--- config.mk ---
export PLATFORM = sky130hd
export DESIGN_NAME = sensor_packet_framer
export DESIGN_NICKNAME = d
export VERILOG_FILES = /design/src/rtl/iot_frame_pkg.sv /design/src/rtl/sensor_packet_framer.sv
export SDC_FILE = /design/constraint.sdc
export NUM_CORES = 1
export LEC_CHECK = 0
export BUFFER_PORTS_ARGS = -buffer_cell sky130_fd_sc_hd__buf_2
export CORE_ASPECT_RATIO = 1.2
export CORE_MARGIN = 4
export CORE_UTILIZATION = 55
export DETAILED_ROUTE_END_ITERATION = 16
export GPL_TIMING_DRIVEN = 0
export PLACE_DENSITY = 0.85
export SLEW_MARGIN = 20
export SYNTH_ARGS = -nofsm -noshare
export SYNTH_HDL_FRONTEND = slang
export SYNTH_SLANG_ARGS = --single-unit
--- constraint.sdc ---
create_clock -name clk -period 2.7 [get_ports clk]
set_input_delay 0.54 -clock clk [delete_from_list [all_inputs] [get_ports clk]]
set_output_delay 0.54 -clock clk [all_outputs]
set_load 0.05 [all_outputs]
--- src/rtl/iot_frame_pkg.sv ---
// Shared constants and state encoding for the sensor packet framer.
// Frame layout on the wire: SYNC, ID, LEN, PAYLOAD..., CSUM.
package iot_frame_pkg;

  localparam logic [7:0] SYNC_BYTE      = 8'hA5;
  localparam int         FRAME_OVERHEAD = 4;   // SYNC + ID + LEN + CSUM

  typedef enum logic [2:0] {
    ST_IDLE  = 3'd0,
    ST_SYNC  = 3'd1,
    ST_ID    = 3'd2,
    ST_LEN   = 3'd3,
    ST_FETCH = 3'd4,
    ST_WAIT  = 3'd5,
    ST_PAY   = 3'd6,
    ST_CSUM  = 3'd7
  } framer_state_t;

endpackage

--- src/rtl/sensor_packet_framer.sv ---
// Purpose: drains the sensor FIFO and emits SYNC/ID/LEN/PAYLOAD/CSUM byte frames.
// Latency: start edge -> SYNC valid next cycle; each payload byte costs FETCH+WAIT before it is valid.
// Backpressure: out_ready low holds the current byte and state; no FIFO reads happen while stalled.
module sensor_packet_framer
  import iot_frame_pkg::*;
#(
  parameter int DEPTH       = 16,
  parameter int PAYLOAD_LEN = 4,
  parameter int TIMEOUT     = 64
) (
  input  logic                         clk,
  input  logic                         rst,
  input  logic [7:0]                   sensor_id,
  output logic                         fifo_rd_en,
  input  logic [7:0]                   fifo_rd_data,
  input  logic                         fifo_empty,
  input  logic [$clog2(DEPTH+1)-1:0]   fifo_count,
  output logic [7:0]                   out_data,
  output logic                         out_valid,
  input  logic                         out_ready,
  output logic                         busy
);

  localparam int CW = $clog2(DEPTH+1);
  localparam int TW = (TIMEOUT > 1) ? $clog2(TIMEOUT) : 1;
  localparam logic [CW-1:0] PLEN_C  = CW'(PAYLOAD_LEN);
  localparam logic [TW-1:0] TLAST_C = TW'(TIMEOUT - 1);

  framer_state_t r_state;
  framer_state_t w_next;
  logic [TW-1:0] r_timer;
  logic [7:0]    r_len;
  logic [7:0]    r_idx;
  logic [7:0]    r_id;
  logic [7:0]    r_csum;

  logic          w_xfer;
  logic          w_full;
  logic          w_tmo;
  logic          w_start;
  logic [7:0]    w_start_len;
  logic          w_rd_en;

  assign w_xfer      = out_valid && out_ready;
  assign w_full      = (fifo_count >= PLEN_C);
  assign w_tmo       = !fifo_empty && (r_timer == TLAST_C);
  assign w_start     = (r_state == ST_IDLE) && (w_full || w_tmo);
  // A full payload always wins over a timeout flush; a flush takes whatever is buffered.
  assign w_start_len = w_full ? 8'(PAYLOAD_LEN) : 8'(fifo_count);

  assign fifo_rd_en  = w_rd_en;
  assign busy        = (r_state != ST_IDLE);

  // State register.
  always_ff @(posedge clk or posedge rst) begin
    if (rst) r_state <= ST_IDLE;
    else     r_state <= w_next;
  end

  // Next-state decode and the FIFO read strobe (high only in a FETCH cycle with data available).
  always_comb begin
    w_next  = r_state;
    w_rd_en = 1'b0;
    case (r_state)
      ST_IDLE:  if (w_start) w_next = ST_SYNC;
      ST_SYNC:  if (w_xfer)  w_next = ST_ID;
      ST_ID:    if (w_xfer)  w_next = ST_LEN;
      ST_LEN:   if (w_xfer)  w_next = ST_FETCH;
      ST_FETCH: begin
        // An empty FIFO here should not happen (len never exceeds occupancy); just wait.
        if (!fifo_empty) begin
          w_rd_en = 1'b1;
          w_next  = ST_WAIT;
        end
      end
      ST_WAIT:  w_next = ST_PAY;
      ST_PAY:   if (w_xfer) w_next = (r_idx == r_len) ? ST_CSUM : ST_FETCH;
      ST_CSUM:  if (w_xfer) w_next = ST_IDLE;
      default:  w_next = ST_IDLE;
    endcase
  end

  // Idle timer: counts cycles with a partial payload waiting; cleared otherwise.
  always_ff @(posedge clk or posedge rst) begin
    if (rst) begin
      r_timer <= '0;
    end else if (r_state != ST_IDLE || w_start || fifo_empty || w_full) begin
      r_timer <= '0;
    end else begin
      r_timer <= r_timer + 1'b1;
    end
  end

  // Output byte register, frame context (id, len, index) and running checksum.
  always_ff @(posedge clk or posedge rst) begin
    if (rst) begin
      out_data  <= 8'h00;
      out_valid <= 1'b0;
      r_len     <= 8'h00;
      r_idx     <= 8'h00;
      r_id      <= 8'h00;
      r_csum    <= 8'h00;
    end else begin
      case (r_state)
        ST_IDLE: begin
          if (w_start) begin
            r_id      <= sensor_id;
            r_len     <= w_start_len;
            r_idx     <= 8'h00;
            r_csum    <= 8'h00;
            out_data  <= SYNC_BYTE;
            out_valid <= 1'b1;
          end
        end
        ST_SYNC: begin
          if (w_xfer) begin
            out_data <= r_id;
            r_csum   <= r_csum ^ r_id;
          end
        end
        ST_ID: begin
          if (w_xfer) begin
            out_data <= r_len;
            r_csum   <= r_csum ^ r_len;
          end
        end
        ST_LEN: begin
          if (w_xfer) out_valid <= 1'b0;
        end
        ST_WAIT: begin
          // Read data from the FETCH strobe is valid in this cycle.
          out_data  <= fifo_rd_data;
          out_valid <= 1'b1;
          r_csum    <= r_csum ^ fifo_rd_data;
          r_idx     <= r_idx + 8'd1;
        end
        ST_PAY: begin
          if (w_xfer) begin
            if (r_idx == r_len) out_data <= r_csum;
            else                out_valid <= 1'b0;
          end
        end
        ST_CSUM: begin
          if (w_xfer) out_valid <= 1'b0;
        end
        default: begin
          out_valid <= 1'b0;
        end
      endcase
    end
  end

endmodule

==> key figures <==
Drt
  • Post-DRT Antenna Nets: 0
  • Post-route DRC violation count: 0
  • Vias: 2432
  • Via density: slightly above 6
  • DR pass1 iterations: 5
  • 1st-iter DRT viols: between 200 and 300
  • Routed WL per cell: 16.5 um
  • Detailed Route WL: roughly 6500 um

Cells and area
  • Post-Layout Cell Count: 397
  • Area Growth Syn to Fin: 14.4%
  • Diode count: 0
  • Final net count: 370
  • Fin area: 3130 um2
  • Final design utilization: 66.6%
  • FILL cells: 375
  • Layout cells sized above 1: about a fifth

STA
  • Final period utilization: 96.0%
  • Max-slew violations: 0
  • Clock skew: 0.00891 ns
  • Setup_tns: 0 ns
  • RSZ-0062 raised after global routing: no
  • Final Hold Fails: 0
  • Final count of negative-setup-slack endpoints: 0
  • Final Critical Period: 2.59 ns
  • Worst Max-Slew Pin Slew: between 0.6 and 0.7 ns
  • Slew margin rel.: approximately three fifths
  • Fmax achieved: 386 MHz

Setup path
  • WP data required: 2.16 ns
  • Critical path arrival: 2.05 ns
  • Worst setup EP type: output port
  • Worst Setup Start Kind: register
  • Max FO, Critical Path: 7
  • Worst Path Class, Setup: reg -> out

Global route
  • Gr usage total: 22.5%
  • Met3 usage: 4.03%
  • Vias in the first global route: 2299
  • First-pass GRT wire length: 11100 um
  • Initial antenna violation count: 0
  • GR Overflow Total: 0
  • GR Util met1: 30.0%
  • Met2 Use GR: 37.0%
  • Largest net degree at the start of global routing: 34
  • Global route hottest layer: met2

Status
  • Status: finished clean

Logic synthesis
  • Largest family of logic cells by synthesized area: compound AO/OA/AOI/OAI gates
  • Synth Area in Adders: 3.21%
  • Post-Syn Area: ~2700 um2
  • Area leader, netlist: dfrtp_1
  • Post-Syn Nets: 327
  • Post-Synth Simple-Gate Area: 17.4%
  • Seq/Total Area, Yosys: 43.0%
  • Top cells by count, synth: 47 x dfrtp_1, 34 x nand2_1, 29 x nor2_1
  • Compound-cell area share of the yosys netlist: 20.0%
  • Distinct cells, synth: 46
  • Post-synth ARST share: 100%
  • Mapped Avg Cell Area: ~9 um2
  • Most used DFF post-synth: dfrtp_1
  • Gate count after technology mapping: 295
  • Dominant cells by area after synthesis: dfrtp_1 43%, mux2_2 6.6%, o21ai_0 4.8%
  • EDFF count, synth: 0
  • Most frequent cell after synthesis: dfrtp_1
  • Post-synthesis mux area share: between 8 and 9%
  • FF+latch count, synth: 47
  • Share of the synthesized area in the top cell type: 43.0%
  • XOR/XNOR Fraction of Synth Area: 3.21%
  • Yosys synthesis warning count: 0

Clock network
  • Sink Count: 47
  • Clk slew on worst S/H paths: 0.09 ns
  • Hold Buf Count CTS: 0
  • Clk root buf: clkbuf_8
  • Post-CTS Setup Bufs: 0
  • Clk_lat worst skew: 0.31 ns
  • CTS max path bufs: 2
  • CTS tree: built
  • CTS buffer count: 5
  • CTS H-tree lvls: 2

Place
  • Dpl cells: just under 400
  • Routability cong.: between 0.9 and 1
  • Input/output buffers: 35
  • Final HPWL from detailed placement: slightly below 5000 um
  • Post-place instance area: 3000 um2

Power and ir drop
  • Design Power: 0.00372 W
  • Worst vdd ir: about 0.48 mV
  • Cell Pwr Density: 1190 nW/um2
  • P_leak: 1.39 nW

Worst hold path
  • Hold/Removal Path Class: in -> async

Die
  • Rows: 27
  • Die area: roughly 6200 um2
  • Die Wd: about 72 um
  • Core area: roughly 4700 um2
  • Initial core utilization: 58.2%
  • Die Y-Extent: 85.2 um
  • # IOs: 36

Job
  • Max capacitance violation total: 0
final timing paths:
check / startpoint / to / slack (ns) / depth (start not counted)
min in group clk: sensor_id[1] / r_id[1] / 0.45 / 2
worst min register to register: r_timer[0] / r_timer[0] / 0.47 / 1
max in group asynchronous: rst / out_data[5] / 2.03 / 3
worst min-delay path: rst / r_state[0] / 0.18 / 2
worst max register to register: r_state[0] / r_csum[1] / 0.19 / 8
worst max-delay path: r_state[1] / busy / 0.11 / 5
kinds of logic after synthesis:
family,after synthesis
and+or+nand+nor,101
DFF,47
buffers and inverters,26
xor gates and xnor gates,10
adders and majority gates,7
muxes,22
AOI/OAI and AO/OA,82
registers in the layout (all words and copies together) (netlist names):
name       flops
out_data       8
r_id           8
r_timer        6
r_state        3
r_idx          8
out_valid      1
r_csum         8
r_len          5
final cells by class:
cell class,count,area (um2),share of cell area [%]
Multi-Input combinational cell,222,1450,46.4
Sequential cell,47,1180,37.6
Timing Repair Buffer,36,195,6.24
Tap cell,58,72.6,2.32
Buffer,13,71.3,2.28
Clock buffer,5,68.8,2.20
Inverter,13,48.8,1.56
Clock inverter,3,43.8,1.40
layer usage:
layer	vias to the layer above	wire length [um]
li1	1151	-
met4	0	103
met3	13	468
met2	126	3190
met5	-	0
met1	1142	2780
worst max-delay path, stage by stage, from the launching register on:
cell and delay, ns:
dfrtp_1 0.48, inv_1 0.13, ha_1 0.28, nor2b_1 0.37, inv_1 0.21, buf_2 0.26
layout by cell type (no fill, tap or decap), types with 9 or more instances in the layout:
master | synthesis | routed
nand2_1 | 34 | 34
clkbuf_1 | 9 | 9
mux2_2 | 16 | 16
buf_2 | 0 | 35
dfrtp_1 | 47 | 47
nor2_1 | 29 | 29
a21oi_1 | 19 | 19
nand3_1 | 13 | 13
inv_1 | 13 | 12
o21ai_0 | 26 | 26
per-stage QoR:
| stage | setup slack [ns] | hold slack, ns |
|---|---|---|
| floorplan | 0.252 | 0.433 |
| global placement | -0.0224 | 0.446 |
| detailed placement | -0.0816 | 0.454 |
| CTS | 0.137 | 0.196 |
| global route | 0.000103 | 0.213 |
| finish | 0.108 | 0.184 |
power breakdown:
group | total (W) | leakage, nW | internal [W] | switching [W]
Sequential | 0.00113 | 0.603 | 0.000924 | 0.000204
Combinational | 0.00206 | 0.729 | 0.000783 | 0.00127
Clock | 0.000531 | 0.0581 | 0.000276 | 0.000255
Total | 0.00372 | 1.39 | 0.00198 | 0.00173
timing repair:
| item | in CTS | in global routing |
|---|---|---|
| gates resized for setup | 1 | 1 |
| pin swaps | 0 | 0 |
| gates cloned | 0 | 0 |
| endpoints found under the setup margin | 5 | 4 |
Power figures use the tool's default switching activity.
